$ cat src/rtl/lsu_pkg.sv
// Shared encodings for the load/store initiator: funct3 codes, access sizes, FSM states.
package lsu_pkg;
  localparam int MEM_BYTES_DEF = 32;

  localparam logic [2:0] F3_LB  = 3'b000;
  localparam logic [2:0] F3_LH  = 3'b001;
  localparam logic [2:0] F3_LW  = 3'b010;
  localparam logic [2:0] F3_LBU = 3'b100;
  localparam logic [2:0] F3_LHU = 3'b101;
  localparam logic [2:0] F3_SB  = 3'b000;
  localparam logic [2:0] F3_SH  = 3'b001;
  localparam logic [2:0] F3_SW  = 3'b010;

  localparam logic [1:0] SZ_BYTE = 2'd0;
  localparam logic [1:0] SZ_HALF = 2'd1;
  localparam logic [1:0] SZ_WORD = 2'd2;

  typedef enum logic [1:0] {IDLE, ACCESS, RESP} lsu_state_e;

  // Byte count of an access size code; code 3 is never legal so its value is irrelevant.
  function automatic logic [2:0] size_bytes(input logic [1:0] sz);
    return 3'd1 << sz;
  endfunction
endpackage

$ cat src/rtl/lsu_load_extend.sv
// Combinational load extension: picks byte/half/word from the raw memory word and sign/zero-extends.
module lsu_load_extend
  import lsu_pkg::*;
(
  input  logic [2:0]  funct3_i,
  input  logic [31:0] raw_i,
  output logic [31:0] data_o
);
  always_comb begin
    data_o = '0;
    case (funct3_i)
      F3_LB:   data_o = {{24{raw_i[7]}}, raw_i[7:0]};
      F3_LH:   data_o = {{16{raw_i[15]}}, raw_i[15:0]};
      F3_LW:   data_o = raw_i;
      F3_LBU:  data_o = {24'd0, raw_i[7:0]};
      F3_LHU:  data_o = {16'd0, raw_i[15:0]};
      default: data_o = '0;
    endcase
  end
endmodule

$ cat src/rtl/lsu_mem_initiator.sv
// Load/store initiator: one request -> one memory access -> one response (IDLE/ACCESS/RESP).
// Optional ALIGN_CHECK_EN macro rejects misaligned half/word accesses.
module lsu_mem_initiator
  import lsu_pkg::*;
#(
  parameter int MEM_BYTES = MEM_BYTES_DEF,
  parameter int ADDR_W    = 32
) (
  input  logic              clk,
  input  logic              rst_n,
  input  logic              req_valid,
  output logic              req_ready,
  input  logic              req_is_store,
  input  logic [2:0]        req_funct3,
  input  logic [ADDR_W-1:0] req_addr,
  input  logic [31:0]       req_wdata,
  input  logic [4:0]        req_rd,
  output logic              resp_valid,
  input  logic              resp_ready,
  output logic [31:0]       resp_rdata,
  output logic [4:0]        resp_rd,
  output logic              resp_err,
  output logic [ADDR_W-1:0] mem_address,
  output logic              mem_read_write,
  output logic [1:0]        mem_access_size,
  output logic [31:0]       mem_data_in,
  input  logic [31:0]       mem_data_out
);
  lsu_state_e        state_q;
  logic              req_ready_q, resp_valid_q, resp_err_q, rw_q;
  logic              is_store_q;
  logic [2:0]        funct3_q;
  logic [4:0]        rd_q, resp_rd_q;
  logic [31:0]       resp_rdata_q, data_in_q, load_data;
  logic [ADDR_W-1:0] addr_q;
  logic [1:0]        size_q;

  logic [ADDR_W:0]   end_addr;
  logic              f3_bad, range_bad, align_bad, req_err;

  // One extra address bit so addr+bytes cannot wrap past the range check.
  always_comb begin
    f3_bad    = (req_funct3 == 3'b011) || (req_funct3[2:1] == 2'b11) ||
                (req_is_store && req_funct3[2]);
    end_addr  = {1'b0, req_addr} + (ADDR_W+1)'(size_bytes(req_funct3[1:0]));
    range_bad = end_addr > (ADDR_W+1)'(MEM_BYTES);
`ifdef ALIGN_CHECK_EN
    align_bad = ((req_funct3[1:0] == SZ_HALF) && req_addr[0]) ||
                ((req_funct3[1:0] == SZ_WORD) && (req_addr[1:0] != 2'b00));
`else
    align_bad = 1'b0;
`endif
    req_err   = f3_bad || range_bad || align_bad;
  end

  lsu_load_extend u_ext (
    .funct3_i (funct3_q),
    .raw_i    (mem_data_out),
    .data_o   (load_data)
  );

  always_ff @(posedge clk or negedge rst_n) begin
    if (!rst_n) begin
      state_q      <= IDLE;
      req_ready_q  <= 1'b1;
      resp_valid_q <= 1'b0;
      resp_err_q   <= 1'b0;
      resp_rdata_q <= '0;
      resp_rd_q    <= '0;
      rw_q         <= 1'b0;
      addr_q       <= '0;
      size_q       <= '0;
      data_in_q    <= '0;
      is_store_q   <= 1'b0;
      funct3_q     <= '0;
      rd_q         <= '0;
    end else begin
      case (state_q)
        IDLE: if (req_valid && req_ready_q) begin
          req_ready_q <= 1'b0;
          is_store_q  <= req_is_store;
          funct3_q    <= req_funct3;
          rd_q        <= req_rd;
          if (req_err) begin
            state_q      <= RESP;
            resp_valid_q <= 1'b1;
            resp_err_q   <= 1'b1;
            resp_rdata_q <= '0;
            resp_rd_q    <= '0;
          end else begin
            state_q   <= ACCESS;
            addr_q    <= req_addr;
            size_q    <= req_funct3[1:0];
            rw_q      <= req_is_store;
            data_in_q <= req_is_store ? req_wdata : 32'd0;
          end
        end
        // Store commits at the edge leaving ACCESS; load word is sampled on that same edge.
        ACCESS: begin
          state_q      <= RESP;
          rw_q         <= 1'b0;
          data_in_q    <= '0;
          resp_valid_q <= 1'b1;
          resp_err_q   <= 1'b0;
          resp_rdata_q <= is_store_q ? 32'd0 : load_data;
          resp_rd_q    <= is_store_q ? 5'd0 : rd_q;
        end
        RESP: if (resp_ready) begin
          state_q      <= IDLE;
          resp_valid_q <= 1'b0;
          req_ready_q  <= 1'b1;
        end
        default: begin
          state_q      <= IDLE;
          req_ready_q  <= 1'b1;
          resp_valid_q <= 1'b0;
          rw_q         <= 1'b0;
        end
      endcase
    end
  end

  assign req_ready       = req_ready_q;
  assign resp_valid      = resp_valid_q;
  assign resp_err        = resp_err_q;
  assign resp_rdata      = resp_rdata_q;
  assign resp_rd         = resp_rd_q;
  assign mem_address     = addr_q;
  assign mem_read_write  = rw_q;
  assign mem_access_size = size_q;
  assign mem_data_in     = data_in_q;
endmodule

$ cat config.mk
export PLATFORM = sky130hd
export DESIGN_NAME = lsu_mem_initiator
export DESIGN_NICKNAME = d
export VERILOG_FILES = /design/src/rtl/lsu_pkg.sv /design/src/rtl/lsu_load_extend.sv /design/src/rtl/lsu_mem_initiator.sv
export SDC_FILE = /design/constraint.sdc
export NUM_CORES = 1
export LEC_CHECK = 0
export ABC_AREA = 1
export ABC_CLOCK_PERIOD_IN_PS = 1640
export BUFFER_PORTS_ARGS = -buffer_cell sky130_fd_sc_hd__buf_4
export CORE_MARGIN = 2
export CORE_UTILIZATION = 30
export DETAILED_ROUTE_END_ITERATION = 10
export MAX_ROUTING_LAYER = met4
export PLACE_DENSITY = 0.56
export SYNTH_ARGS = -nofsm -noshare
export SYNTH_HDL_FRONTEND = slang
export SYNTH_SLANG_ARGS = --single-unit
$ cat constraint.sdc
create_clock -name clk -period 1.64 [get_ports clk]
set_input_delay 0.164 -clock clk [delete_from_list [all_inputs] [get_ports clk]]
set_output_delay 0.164 -clock clk [all_outputs]
set_load 0.05 [all_outputs]
Word level (Yosys, flattened, before mapping)
Cells that the tools add are included.
W data, S select, Z words.

storage, ports and cells
  input bits = 109
  logic and storage cells = 75
  output and inout bits = 107
  register bits = 118

operators by class
  magnitude comparators = 1
  reductions and logical operators = 16
  muxes and demuxes = 28
  bitwise operators = 3
  add/sub/neg operators = 1
  shifts and indexed selects = 1
  eq/ne operators = 12

operators by type and width
  cell                   number
  $mux W32               6
  $pmux W32 S5           1
  $pmux W32 S2           2
  $add A32 B3 Y33        1
  $gt A33 B6 Y1 const B  1
  $reduce_and A3 Y1      6
  $mux W5                3
  $pmux W5 S2            1
  $ne A2 B2 Y1 const B   4
  $mux W1                7
  $eq A3 B2 Y1 const B   2
  $eq A3 B3 Y1 const B   2
  $mux W2                3
  $pmux W1 S3            2
  $pmux W2 S3            1
  $eq A2 B2 Y1 const B   2
  $pmux W1 S2            2
  $reduce_and A2 Y1      2
  $eq A3 B1 Y1 const B   1
  $logic_not A3 Y1       1
  $logic_or A1 B1 Y1     3
  $not A1 Y1             3
  $shl A1 B2 Y3 const A  1
  $eq A2 B1 Y1 const B   1
  other kinds (3)        4

Logic depth before layout (Yosys ltp)
  depth after elaboration = 7
  depth in mapped cells = 21
  depth with buffers taken out = 20

Hierarchy
From an unflattened synthesis, not the netlist that was laid out.

second synthesis, totals
  cells, all modules = 941
  area total of the unflattened synthesis = 6730.2 µm²

by module, submodules not included
  module             instances  sequential area each (µm²)  area each (µm²)  cells an instance
  lsu_mem_initiator  1          2954.1                      6197.2           857
  lsu_load_extend    1          0.0                         533.0            84

Worst setup path before layout
No wires, ideal clock.

  kind = input to register
  from = in req_funct3[1]
  to = reg size_q[0] (netlist: mem_access_size[0])
  path slack = -0.843 ns
  arrival = 2.364 ns
  cell stages on the path = 15
  setup time = 0.119 ns
  data required time = 1.521 ns
  path buffers = 1
  cells stage by stage = nor2_1 ha_1 fa_1 or2_2 a21oi_1 nand2_1 o21ai_0 nand2_1 nor2_1 nand3_2 nor2_8 nand3_4 buf_6 nand2_1 nand2_1

on the way
  cells in the longest elaborated chain, start to end = 6
  elaborated cells between the ends (all ways) = 10
  classes of those cells = add/sub: 1; order compare: 1; eq/ne: 2; shift: 1; bitwise: 1; reduce/logical: 4

ends and longest elaborated chain
  what                                                   line                                              source
  from (decl)                                            lsu_mem_initiator.sv:14                           input logic [2:0] req_funct3,
  $shl A1 B2 Y3, or another cell as far along            lsu_pkg.sv:22                                     return 3'd1 << sz;
  $add A32 B3 Y33 or $logic_or A1 B1 Y1 (tied branches)  lsu_mem_initiator.sv:45, lsu_mem_initiator.sv:43
  $gt A33 B6 Y1 or $logic_or A1 B1 Y1 (tied branches)    lsu_mem_initiator.sv:46, lsu_mem_initiator.sv:43
  $logic_or A1 B1 Y1 (*)                                 lsu_mem_initiator.sv:53                           req_err = f3_bad || range_bad || align_bad;
  $not A1 Y1 (no line) (*)                               n/a
  $reduce_and A3 Y1 (no line) (*)                        n/a
  to (signal assigned)                                   lsu_mem_initiator.sv:93                           size_q <= req_funct3[1:0];
  to (decl)                                              lsu_mem_initiator.sv:36                           logic [1:0] size_q;

Every way passes the cells marked *; elsewhere a longest branch is shown, timed or not.
A chain may end at the register's enable or synchronous reset.

Final worst setup path
  from = in req_funct3[0]
  to = reg data_in_q[26] (netlist: mem_data_in[26])

on the way
  cells in the longest elaborated chain, start to end = 6
  elaborated cells between the ends (all ways) = 9
  classes of those cells = add/sub: 1; order compare: 1; eq/ne: 2; shift: 1; reduce/logical: 4

ends and longest elaborated chain
  what                                                   line                                              source
  $shl A1 B2 Y3 or $eq A3 B2 Y1 (tied branches)          lsu_pkg.sv:22, lsu_mem_initiator.sv:43
  $add A32 B3 Y33 or $logic_or A1 B1 Y1 (tied branches)  lsu_mem_initiator.sv:45, lsu_mem_initiator.sv:43
  $gt A33 B6 Y1 or $logic_or A1 B1 Y1 (tied branches)    lsu_mem_initiator.sv:46, lsu_mem_initiator.sv:43
  $logic_or A1 B1 Y1 (*)                                 lsu_mem_initiator.sv:53
  $ne A2 B2 Y1 (no line) (*)                             n/a
  $reduce_and A3 Y1 (no line) (*)                        n/a
  to (signal assigned)                                   lsu_mem_initiator.sv:95                           data_in_q <= req_is_store ? req_wdata : 32'd0;
  to (decl)                                              lsu_mem_initiator.sv:34                           logic [31:0] resp_rdata_q, data_in_q, load_data;

Marked as above.

==> reports/metrics.yaml <==
outcome:
  status: "finished, violations left"
  failed_checks: "setup timing"
clocking:
  cts_buffers: 17
  cts_buffer_depth: 2
  htree_levels: 4
  clock_sinks: 118
  cts_tree: "built"
  ctsRootBufferMaster: "clkbuf_16"
  path_clk_slew_ps: 60
  clk_latency_ps: 420
final_layout:
  drive_above_1_share_pct: 32.8
  nets: 1337
  diodes: 0
  design_area_sq_um: 10000
  area_delta_synth_final_pct: 57.7
  fill_cells: 2143
  seq_area_sq_um: 2950
  multi_input_area_sq_um: 3130
die:
  die_x_um: 150
  start_util_pct: 30.4
  core_sq_um: 20900
  ioPinCount: 216
  die_height_um: 150
  dieArea_sq_um: 22400
  num_rows: 53
critical_path:
  cp.depth: 18
  crit_arrival_ps: 2480
  crit_path_start: "req_funct3[0]"
  rr_endpoint: "mem_data_in[4]$_DFFE_PN0P_"
  reg2reg_depth: 6
  cp-endpoint: "mem_data_in[26]$_DFFE_PN0P_"
  crit_type: "primary input to register"
  cpMostUsedCell: "nand2_1"
  cp_num_buf_inv: 2
  end_kind: "register"
  r2r_slack_ps: -100
  start_kind: "primary input"
  crit_chain: "buf_8 > nor2_4 > ha_4 > fa_2 > or2_4 > a21oi_2 > nand2_1 > o21ai_2 > nand2_1 > nor2_2 > nand2_1 > nor2_2 > nand2_2 > nand2_8 > buf_12 > nand2_8 > nand2_1 > nand2_1"
  required_ps: 1940
  slowest_delay_ps: 420
  slowest_stage: "fa_2"
  r2r-start: "req_ready$_DFFE_PN1P_"
  path_max_fanout: 8
  cp_top_family: "simple AND/OR/NAND/NOR gates"
synth:
  synth-edff-count: 0
  netlist_top_cells_count: "nand2_1 (444), dfrtp_1 (117), nor2_1 (87)"
  yosys.area.top_type: "dfrtp_1"
  yosys_register_bits: 118
  syn_inst: 913
  ys.flop_type: "dfrtp_1"
  synth.most_common_cell: "nand2_1"
  synth_seq_area_share_pct: 46.5
  syn_avg_cell_area_sq_um: 6.96
  yosys.area.top_type_share_pct: 46.1
  syn_area_sq_um: 6360
  ys.warnings.count: 0
  yosysUniqueCellTypes: 34
  synthArstFlopShare_pct: 100
  synthTopCellsByArea: "dfrtp_1 (46%), nand2_1 (26%), nor2_1 (5.1%)"
  syn_nets: 1026
timing:
  finClkSkew_ps: 12.2
  fin_hold_ws_ps: 33.2
  fin_setup_tns_ps: -51820
  max_freq_mhz: 459
  relSlewSlack_pct: 67.8
  min_period_over_period_pct: 133
  tightest_slew_ps: 481
  drv_slew: 0
  setup_violations: 108
  hold_viol: 0
  rsz0062_at_grt: "yes"
  min_period_ps: 2180
  setup_slack_ps: -539
power_and_ir_drop:
  ir_drop_mv: 0.634
  internal_power_mw: 7.84
  sw_frac_of_total_pct: 40.4
  power_switching_mw: 5.32
  power_density_nw_per_um2: 1310
  seqPwrFrac_pct: 29.3
  p_leak_nw: 5.76
  clkPwrFrac_pct: 29.9
  combPwrFrac_pct: 40.8
routing:
  drcViolationCount: 0
  first_pass_iters: 4
  vias_per_cell: 4.47
  routedWlPerCell_um: 13.9
  wl_mm: 21.0
  drt_first_iter_violations: 317
  route.vias.total: 6753
  ant_nets: 0
flow_run:
  max-cap-violations: 0
global_route:
  grt_util_all_layers_pct: 19.2
  grt_max_degree: 41
  antenna_found_initial: 0
  overflow: 0
  grt_pass1_vias: 6413
  grt_pass1_wl_mm: 33.0
worst_hold_path:
  hold_class: "primary input to register"
placement:
  gp_congestion: 0.877
  io_buffers: 215
  place_hpwl_mm: 15.0
  placed_cell_area_sq_um: 8870
==> sequential cells by signal, summed over array words and instances (netlist names), 2 cells and up <==
register	cells
resp_rd	5
mem_access_size	2
mem_data_in	32
resp_rdata	32
state_q	2
mem_address	32
rd_q	5
funct3_q	3
==> metrics by stage <==
stage | instances | utilization [%] | power, mW | setup WS (ps)
floorplan | 913 | - | 6.91 | -683
global placement | 1454 | 42.4 | 8.57 | -995
detailed placement | 1454 | 42.4 | 8.61 | -1060
CTS | 1507 | 47.3 | 13.1 | -536
global route | 1512 | 48.0 | 13.9 | -717
finish | 1512 | 48.0 | 13.2 | -539
==> per-layer routing <==
| layer | GRT usage, % | up-vias | wire, um |
|---|---|---|---|
| met5 | - | - | 0 |
| met4 | 6.05 | 0 | 400 |
| met3 | 3.72 | 29 | 1180 |
| met2 | 29.7 | 190 | 9760 |
| met1 | 25.5 | 3099 | 9610 |
| li1 | - | 3435 | - |
==> power by group through the flow <==
stage	Sequential (mW)	Clock (mW)	Combinational, mW
floorplan	5.38	0	1.53
global placement	3.87	0	4.69
detailed placement	3.87	0	4.74
CTS	3.83	4.03	5.24
global route	3.93	4.18	5.79
finish	3.85	3.94	5.37
==> repair_timing <==
item,in CTS,in global routing
gates cloned,4,2
buffers inserted,3,3
endpoints found under the hold margin,128,0
hold buffers,14,0
pin swaps,15,15
setup endpoints to repair,108,115
gates resized for setup,28,23
==> final cells by class <==
type / count / area share [%]
Sequential cell: 118 / 29.5
Inverter: 84 / 3.15
Clock buffer: 19 / 4.52
Timing Repair Buffer: 321 / 26.5
Multi-Input combinational cell: 682 / 31.2
Tap cell: 275 / 3.43
Clock inverter: 13 / 1.70
==> worst min path at each step <==
stage | start | end | slack [ps] | depth (start not counted)
4_1_cts | req_addr[0] | mem_address[0]$_DFFE_PN0P_ | 10 | 3
5_1_grt | req_addr[5] | mem_address[5]$_DFFE_PN0P_ | 30 | 3
3_3_place_gp | rst_n | resp_rdata[17]$_DFFE_PN0P_ | 50 | 1
3_5_place_dp | rst_n | resp_rdata[17]$_DFFE_PN0P_ | 50 | 1
2_1_floorplan | rst_n | funct3_q[0]$_DFFE_PN0P_ | -130 | 0
6_report | req_addr[0] | mem_address[0]$_DFFE_PN0P_ | 30 | 3
==> cells by family after synthesis <==
group,count (synthesis),synth area share (%)
adder cells (fa/ha/maj),4,0.906
flip-flops,118,46.5
AND/OR/NAND/NOR,643,41.8
XOR/XNOR,3,0.413
buffers and inverters,115,7.78
AO/OA/AOI/OAI,30,2.62
==> placed cells by master, fill, tap and decap left out, drive strengths merged, types with 2 or more instances in the layout <==
master	instances
nor2	98
inv	86
nor3	8
or2	3
o21ai	23
clkbuf	21
clkinvlp	2
nand4	13
nand2	453
xor2	2
nand3	66
o21bai	3
bufinv	3
clkinv	6
dfrtp	117
dlygate4sd3	14
ha	3
nand3b	4
buf	305
a21oi	2
==> worst min-delay path, stage by stage <==
cell     delay (ps)
buf_4           100
nand4_1          80
nand2_1          70
Note: power is estimated with default switching activity, not from simulation.
